==> config.mk <==
export PLATFORM = sky130hd
export DESIGN_NAME = alu_arbiter
export DESIGN_NICKNAME = d
export VERILOG_FILES = /design/src/rtl/alu_arbiter_pkg.sv /design/src/rtl/alu_arbiter_rr_arb2.sv /design/src/rtl/alu_arbiter.sv
export SDC_FILE = /design/constraint.sdc
export NUM_CORES = 1
export LEC_CHECK = 0
export CORE_UTILIZATION = 35
export CTS_CLUSTER_SIZE = 10
export DETAILED_ROUTE_END_ITERATION = 10
export PLACE_DENSITY = 0.82
export SYNTH_ARGS = -nofsm -noshare
export SYNTH_HDL_FRONTEND = slang
export SYNTH_SLANG_ARGS = --single-unit
==> constraint.sdc <==
create_clock -name clk -period 1.37 [get_ports clk]
set_input_delay 0.274 -clock clk [delete_from_list [all_inputs] [get_ports clk]]
set_output_delay 0.274 -clock clk [all_outputs]
set_load 0.02 [all_outputs]
==> src/rtl/alu_arbiter_pkg.sv <==
// Shared definitions for the two-port ALU arbiter: default widths, ALU FunSel
// codes and the sequencer state encoding.
package alu_arbiter_pkg;

  localparam int DEF_DATA_W = 8;
  localparam int DEF_FLAG_W = 4;
  localparam int FUNSEL_W   = 4;

  localparam logic [FUNSEL_W-1:0] FS_ADD = 4'b0100;
  localparam logic [FUNSEL_W-1:0] FS_SUB = 4'b0101;
  localparam logic [FUNSEL_W-1:0] FS_CMP = 4'b0110;
  localparam logic [FUNSEL_W-1:0] FS_AND = 4'b0111;
  localparam logic [FUNSEL_W-1:0] FS_OR  = 4'b1000;
  localparam logic [FUNSEL_W-1:0] FS_XOR = 4'b1010;
  localparam logic [FUNSEL_W-1:0] FS_LSL = 4'b1011;
  localparam logic [FUNSEL_W-1:0] FS_LSR = 4'b1100;
  localparam logic [FUNSEL_W-1:0] FS_ASL = 4'b1101;
  localparam logic [FUNSEL_W-1:0] FS_ASR = 4'b1110;
  localparam logic [FUNSEL_W-1:0] FS_CSR = 4'b1111;

  typedef enum logic [1:0] {
    ST_IDLE    = 2'b00,
    ST_ISSUE   = 2'b01,
    ST_CAPTURE = 2'b10,
    ST_RESP    = 2'b11
  } state_e;

endpackage

==> src/rtl/alu_arbiter_rr_arb2.sv <==
// Two-requester round-robin grant: one-hot, purely combinational.
module rr_arb2 (
  input  logic [1:0] valid,
  input  logic       prio,
  output logic [1:0] grant
);

  always_comb begin
    grant = valid;
    if (valid == 2'b11) grant = prio ? 2'b10 : 2'b01;
  end

endmodule

==> src/rtl/alu_arbiter.sv <==
// Shares one ALU between two requesters: arbitrate, drive the ALU inputs,
// wait for the registered flags, capture the result and hand it back.
module alu_arbiter
  import alu_arbiter_pkg::*;
#(
  parameter int DATA_W = DEF_DATA_W,
  parameter int FLAG_W = DEF_FLAG_W
) (
  input  logic                  clk,
  input  logic                  rst_n,
  input  logic [1:0]            req_valid,
  output logic [1:0]            req_ready,
  input  logic [2*DATA_W-1:0]   req_a,
  input  logic [2*DATA_W-1:0]   req_b,
  input  logic [2*FUNSEL_W-1:0] req_funsel,
  output logic [1:0]            rsp_valid,
  input  logic [1:0]            rsp_ready,
  output logic [DATA_W-1:0]     rsp_result,
  output logic [FLAG_W-1:0]     rsp_flags,
  output logic [DATA_W-1:0]     alu_a,
  output logic [DATA_W-1:0]     alu_b,
  output logic [FUNSEL_W-1:0]   alu_funsel,
  input  logic [DATA_W-1:0]     alu_out,
  input  logic [FLAG_W-1:0]     alu_flags,
  output logic                  busy,
  output logic [1:0]            state_dbg
);

  // Handshakes: a transfer happens on a rising edge where valid and ready are
  // both high; ready never depends on a transfer completing in the same cycle.

  state_e state, state_nxt;
  logic        prio;
  logic        g;
  logic [1:0]  grant;
  logic        win;
  logic        accept;

  logic [DATA_W-1:0]   win_a;
  logic [DATA_W-1:0]   win_b;
  logic [FUNSEL_W-1:0] win_funsel;

  rr_arb2 u_arb (
    .valid (req_valid),
    .prio  (prio),
    .grant (grant)
  );

  assign win        = grant[1];
  assign win_a      = win ? req_a[2*DATA_W-1:DATA_W] : req_a[DATA_W-1:0];
  assign win_b      = win ? req_b[2*DATA_W-1:DATA_W] : req_b[DATA_W-1:0];
  assign win_funsel = win ? req_funsel[2*FUNSEL_W-1:FUNSEL_W] : req_funsel[FUNSEL_W-1:0];

  assign req_ready = (state == ST_IDLE) ? grant : 2'b00;
  assign rsp_valid = (state == ST_RESP) ? (g ? 2'b10 : 2'b01) : 2'b00;
  assign busy      = (state != ST_IDLE);
  assign state_dbg = state;

  always_ff @(posedge clk or negedge rst_n) begin
    if (!rst_n) state <= ST_IDLE;
    else        state <= state_nxt;
  end

  always_comb begin
    state_nxt = state;
    accept    = 1'b0;
    unique case (state)
      ST_IDLE: begin
        if (|grant) begin
          accept    = 1'b1;
          state_nxt = ST_ISSUE;
        end
      end
      ST_ISSUE:   state_nxt = ST_CAPTURE;
      ST_CAPTURE: state_nxt = ST_RESP;
      ST_RESP:    if (rsp_ready[g]) state_nxt = ST_IDLE;
    endcase
  end

  // ALU inputs stay put after the operation so alu_out is still valid in CAPTURE.
  always_ff @(posedge clk or negedge rst_n) begin
    if (!rst_n) begin
      alu_a      <= '0;
      alu_b      <= '0;
      alu_funsel <= '0;
      g          <= 1'b0;
      prio       <= 1'b0;
      rsp_result <= '0;
      rsp_flags  <= '0;
    end else begin
      if (accept) begin
        alu_a      <= win_a;
        alu_b      <= win_b;
        alu_funsel <= win_funsel;
        g          <= win;
        prio       <= ~win;
      end
      if (state == ST_CAPTURE) begin
        rsp_result <= alu_out;
        rsp_flags  <= alu_flags;
      end
    end
  end

endmodule

==> impl_metrics.toml, run 1 <==
[sta]
max_freq_ghz = 0.641
skew_ns = 0.00649
period_needed_ns = 1.56
setup_violations = 35
slew_viol_final = 0
fin_ws_ns = -0.190
finalHoldViolations = 0
finalCritPeriodShare_pct = 114
worstMarginPinSlew_ns = 0.517
relSlewSlack_pct = 65.5
rsz0062_at_grt = "yes"
fin_setup_tns_ns = -2.55

[run]
drv_cap = 0

[finish]
fin_area_mm2 = 0.00342
layout-drive-gt1-share_pct = 38.4
diodes = 0
area_growth_pct = 87.3
fill_cells = 401
layoutNonFillerInstCount = 361
final_core_util_pct = 70.2
nets = 355

[run_status]
status = "finished with violations"
violations = "negative setup slack"

[cts]
cts_max_level = 2
numCtsBuffers = 5
cts_tree = "yes"
clock_latency_ns = 0.28
root_buffer = "clkbuf_8"
clk_pin_slew_worst_paths_ns = 0.07
cts.sinks = 36
clockBufferDepth = 2

[logic_synthesis]
yosys.area.top_type = "dfrtp_1"
ys_types = 25
avgSynthCellArea_um2 = 10.9
ys_seq_area_share_pct = 49.3
yosys-top-cells-area = "dfrtp_1 (49%), o21ai_2 (9.6%), mux2_2 (7.4%), a31oi_1 (7.2%), nand3_1 (5.5%)"
synth_area_mm2 = 0.00183
synth_fp_nets = 230
syn-instance-count = 168
synth_top_area_share_pct = 49.3
synth.yosys.warnings = 0
ys_ff_latch = 36

[setup_path]
slowest_stage = "dfrtp_2"
r2r-start = "state_dbg[0]"
worst-path-max-fanout = 4
path_class = "register to output port"
r2r_slack_ns = -0.12
startpoint = "state_dbg[1]"
start_kind = "register"
slowest_delay_ns = 0.41
crit_top_cell = "buf_4"
worst-endpoint-required_ns = 1.10
reg2regPathDepth = 8
path_cells = "buf_4 -> ha_4 -> nor2b_1 -> buf_4"
rr_endpoint = "alu_b[4]"
cp-end-kind = "output port"
arrival_ns = 1.29

[die]
die_h_um = 74.3
start_util_pct = 37.5
dieArea_mm2 = 0.00552
die_width_um = 74.3
std_cell_rows = 25
core-area_mm2 = 0.00488
boundaryPins = 97

[placed_design]
place_area_mm2 = 0.00298
dpl.hpwl_um = 3670
place_ws_ns = -0.641
dp_cells = 340
gp_congestion = 0.748
io_buffer_count = 96

[global_routing]
grt_antenna_before_repair = 0
overflow = 0
grt_use_total_pct = 21.8
grt_max_degree = 23
grt_pass1_vias = 1807
grt_first_pass_wirelength_um = 8890

[detailed_routing]
vias_per_cell = 5.03
ant_nets = 0
vias = 1817
routedWlPerCell_um = 16.3
firstDrtPassIters = 4
drc = 0
drt_iter0_markers = 100
routed_wirelength_um = 5870

[power_and_ir_drop]
seqPwrFrac_pct = 25.5
power_frac_clock_pct = 10.5
p_comb_share_pct = 64.0
p_sw_mw = 3.04
switching_share_pct = 40.5
p_int_mw = 4.47
peakVddDrop_v = 0.00130
power.density_mw_per_mm2 = 2190
p_leak_nw = 1.41

[worst_hold_path]
hold_depth = 1
whs_endpoint = "rsp_flags[2]"
hp-class = "register to register"
hold_start = "rsp_flags[2]"
-- state kept, by name, indices dropped and copies added (netlist names) --
signal and flops:
prio 1, alu_a 8, alu_b 8, g 1
rsp_result 8, state_dbg 2, rsp_flags 4, alu_funsel 4
-- per-stage QoR --
| step | total power, mW | hold WS, ns |
|---|---|---|
| finish | 7.51 | 0.503 |
| global route | 7.96 | 0.526 |
| CTS | 7.26 | 0.505 |
| detailed placement | 5.96 | 0.273 |
| global placement | 5.84 | 0.260 |
| floorplan | 4.10 | -0.0216 |
-- worst max-delay path by stage --
stage,end,cells after the start,slack (ns)
floorplan,state_dbg[1],4,-0.005
global placement,req_ready[1],4,-0.62
detailed placement,req_ready[1],4,-0.64
CTS,rsp_valid[0],4,-0.19
global route,req_ready[0],5,-0.23
finish,rsp_valid[0],4,-0.19
-- routing by layer --
layer,GRT usage [%],wire length (um)
met5,0,0
met4,8.18,100
met3,5.28,372
met2,36.8,2960
met1,27.1,2440
-- synth_stat cells --
library cell,n
a31oi_1,21
o21bai_1,1
inv_1,5
a22oi_2,1
nand2b_1,1
and2_1,1
buf_12,2
nor3_2,1
a21oi_1,2
buf_4,3
o21a_1,1
nor2_1,22
ha_1,4
nand3_1,20
nand2_1,1
buf_2,5
o21ai_2,20
mux2i_1,2
clkbuf_8,2
mux2_1,1
dfrtp_1,36
mux2_2,12
nor2b_1,1
clkbuf_1,2
and2b_4,1
-- power groups by stage --
stage / combinational (mW) / sequential, mW / clock [mW]
floorplan: 1.53 / 2.57 / 0
global placement: 3.93 / 1.91 / 0
detailed placement: 4.03 / 1.93 / 0
CTS: 4.55 / 1.91 / 0.798
global route: 5.12 / 1.99 / 0.851
finish: 4.80 / 1.92 / 0.789
-- critical path: cells and delay by family, from the launching register on --
kind,cells,cell delay (ns)
DFF,1,0.41
adders and majority gates,1,0.16
buffers and inverters,2,0.31
and+or+nand+nor,1,0.12
-- kinds of logic after synthesis --
group	Yosys count	share of synthesized area, %
and+or+nand+nor	48	12.3
AOI/OAI and AO/OA	46	18.8
DFF	36	49.3
buffers and inverters	19	7.73
muxes	15	9.10
adders and majority gates	4	2.74
-- timing repair --
item	4_1_cts	5_1_grt
pin swaps	2	3
setup endpoints to repair	73	41
hold endpoints to repair	20	0
cloned	6	0
hold buffers	1	0
gates resized for setup	84	23
setup buffers	9	1
-- placed cells by master, fill, tap and decap left out, types with 2 or more instances in the layout --
master           count
a31oi_1             12
a31oi_4              8
buf_12               3
buf_16               5
buf_2                2
buf_4               23
buf_6                8
clkbuf_8             6
clkdlybuf4s50_1     54
clkinv_2             2
dfrtp_1             34
dfrtp_2              2
dlygate4sd2_1       34
ha_4                 2
inv_1                2
inv_2                3
mux2_2              12
mux2i_1              2
nand3_1             20
nor2_1              17
nor2_2               5
o21ai_2             20
-- cell type report --
type	count	area [um^2]	area share [%]
inverters	5	18.8	0.548
repair buffers	132	1340	39.1
well taps	67	83.8	2.45
flip-flops and latches	36	903	26.4
clock buffers	6	82.6	2.41
multi-input cells	113	986	28.8
clock inverters	2	10.0	0.292
Power figures use the tool's default switching activity.
==> run 2, diff against run 1 <==
--- a/config.mk
+++ b/config.mk
@@ -5,10 +5,11 @@
 export SDC_FILE = /design/constraint.sdc
 export NUM_CORES = 1
 export LEC_CHECK = 0
-export CORE_UTILIZATION = 35
+export CAP_MARGIN = 15
+export CORE_UTILIZATION = 42
 export CTS_CLUSTER_SIZE = 10
 export DETAILED_ROUTE_END_ITERATION = 10
-export PLACE_DENSITY = 0.82
+export PLACE_DENSITY = 0.91
 export SYNTH_ARGS = -nofsm -noshare
 export SYNTH_HDL_FRONTEND = slang
 export SYNTH_SLANG_ARGS = --single-unit
==> constraint.sdc (replaced) <==
create_clock -name clk -period 2 [get_ports clk]
set_input_delay 0.4 -clock clk [delete_from_list [all_inputs] [get_ports clk]]
set_output_delay 0.4 -clock clk [all_outputs]
set_load 0.02 [all_outputs]
==> run 2 against run 1 <==
The run now ends clean. Clock power shrank 21%. Sequential power shrank 31%. Design area down 15%. Register-to-register slack improved by 0.51 ns. Core utilization increased by 1.1 points. Routed wire length fell by 23%. Hold slack got worse by 0.31 ns. Sequential cell count stayed put. Clock skew shrank 0.0013 ns. Worst setup slack better by 0.31 ns. Die area shrank 16%. Largest power group unchanged.
==> impl_metrics.toml, run 2 (synthesis results as in run 1) <==
[placed_design]
dpl.hpwl_um = 3300
io_buffer_count = 96
gp_congestion = 0.705
place_ws_ns = -0.243
place_area_mm2 = 0.00282
dp_cells = 311

[setup_path]
slowest_stage = "dfrtp_1"
start_kind = "register"
arrival_ns = 1.48
worst-path-max-fanout = 4
worst-endpoint-required_ns = 1.60
cp-end-kind = "output port"
path_class = "register to output port"
crit_buf_inv = 2
crit_family = "buffers and inverters"
path_cells = "buf_4 -> ha_1 -> and2_1 -> dlygate4sd2_1"
slowest_delay_ns = 0.38

[cts]
numCtsBuffers = 5
root_buffer = "clkbuf_8"
clock_latency_ns = 0.29
cts_tree = "yes"
cts.sinks = 36
clk_pin_slew_worst_paths_ns = 0.07
clockBufferDepth = 2
cts_max_level = 2
postCtsSetupRepairBufs = 0
cts_hold_buf = 0

[finish]
fin_area_mm2 = 0.00291
layout-drive-gt1-share_pct = 20.8
nets = 330
area_growth_pct = 59.3
fill_cells = 316
reg_top3 = "alu_a x8, alu_b x8, rsp_result x8"
diodes = 0
layoutNonFillerInstCount = 319
final_cell_mix = "clkdlybuf4s50_1 (90), dfrtp_1 (36), nor2_1 (22)"
layout_commonest_cell = "clkdlybuf4s50_1"

[sta]
slew_viol_final = 0
relSlewSlack_pct = 47.3
finalHoldViolations = 0
max_freq_ghz = 0.531
worstMarginPinSlew_ns = 0.791
finalCritPeriodShare_pct = 94.2
skew_ns = 0.00522
rsz0062_at_grt = "no"
fin_ws_ns = 0.116
setup_violations = 0
fin_setup_tns_ns = 0
period_needed_ns = 1.88

[power_and_ir_drop]
p_leak_nw = 1.19
peakVddDrop_v = 0.00103
power.density_mw_per_mm2 = 1520

[detailed_routing]
ant_nets = 0
routedWlPerCell_um = 14.2
drc = 0
drt_iter0_markers = 112
vias_per_cell = 5.10
vias = 1626
firstDrtPassIters = 4
routed_wirelength_um = 4530

[global_routing]
grt_first_pass_wirelength_um = 7120
grt_pass1_vias = 1631
grt_use_total_pct = 20.8
overflow = 0
grt_max_degree = 41
grt_antenna_before_repair = 0

[run_status]
status = "completed"

[die]
die_h_um = 68.0
start_util_pct = 44.7
std_cell_rows = 23
die_width_um = 68.0
core-area_mm2 = 0.00409
boundaryPins = 97
dieArea_mm2 = 0.00462

[worst_hold_path]
hp-class = "input port to asynchronous set/reset pin"

[run]
drv_cap = 0
-- run 2: changes by cell type in the layout (fill, tap and decap cells not counted), sizes merged --
cell / previous run / this run
buf: 42 / 12
dlygate4sd3: 1 / 0
clkinv: 2 / 1
dlygate4sd2: 34 / 3
bufinv: 0 / 1
clkbuf: 7 / 8
clkdlybuf4s50: 54 / 90
-- run 2: through the flow --
| step | util [%] | total power, mW | hold WS, ns |
|---|---|---|---|
| final | 71.3 | 4.42 | 0.190 |
| after global routing | 71.3 | 4.70 | 0.276 |
| after CTS | 71.5 | 4.47 | 0.222 |
| after detailed placement | 69.0 | 3.86 | 0.494 |
| after global placement | 69.0 | 3.79 | 0.489 |
| after floorplan | - | 2.74 | 0.104 |
-- run 2: what timing repair did --
item | in CTS | in global routing
resized for setup | 6 | 3
pin swaps | 0 | 0
endpoints found under the setup margin | 5 | 2
-- run 2: layout make-up --
type                            instances  area, um^2  share of cell area (%)
Multi-Input combinational cell        113         786                    27.0
Sequential cell                        36         901                    30.9
Clock inverter                          2        35.0                    1.20
Clock buffer                            6        72.6                    2.49
Timing Repair Buffer                  107        1040                    35.6
Tap cell                               50        62.6                    2.15
Inverter                                5        18.8                   0.644
-- run 2: worst paths after layout --
path,startpoint,to,slack (ns),depth (start not counted)
worst max-delay path,state_dbg[1],rsp_valid[1],0.12,4
worst min-delay path,rst_n,alu_a[0],0.19,1
worst max register to register,state_dbg[0],rsp_result[6],0.39,4
worst min register to register,rsp_result[0],rsp_result[0],0.51,1
max in group asynchronous,rst_n,alu_funsel[1],1.30,1
min in group clk,rsp_result[0],rsp_result[0],0.51,1
-- run 2: report_power, final --
group,total [mW],internal [mW],switching (mW)
combinational,2.48,1.25,1.23
sequential,1.32,1.11,0.212
clock,0.621,0.370,0.251
total,4.42,2.72,1.69
-- run 2: routing by layer --
| layer | vias to the layer above | part of all wire, % | GRT usage (%) |
|---|---|---|---|
| li1 | 795 | - | - |
| met1 | 760 | 41 | 23.8 |
| met2 | 64 | 51 | 36.3 |
| met3 | 7 | 6.9 | 6.33 |
| met4 | 0 | 0.99 | 7.55 |
| met5 | - | 0 | 0 |
-- run 2: worst register-to-register path: cells and delay by family (launching register included) --
family	cells	cell delay, ns
adders and majority gates	1	0.52
muxes	1	0.41
DFF	1	0.38
buffers and inverters	2	0.19
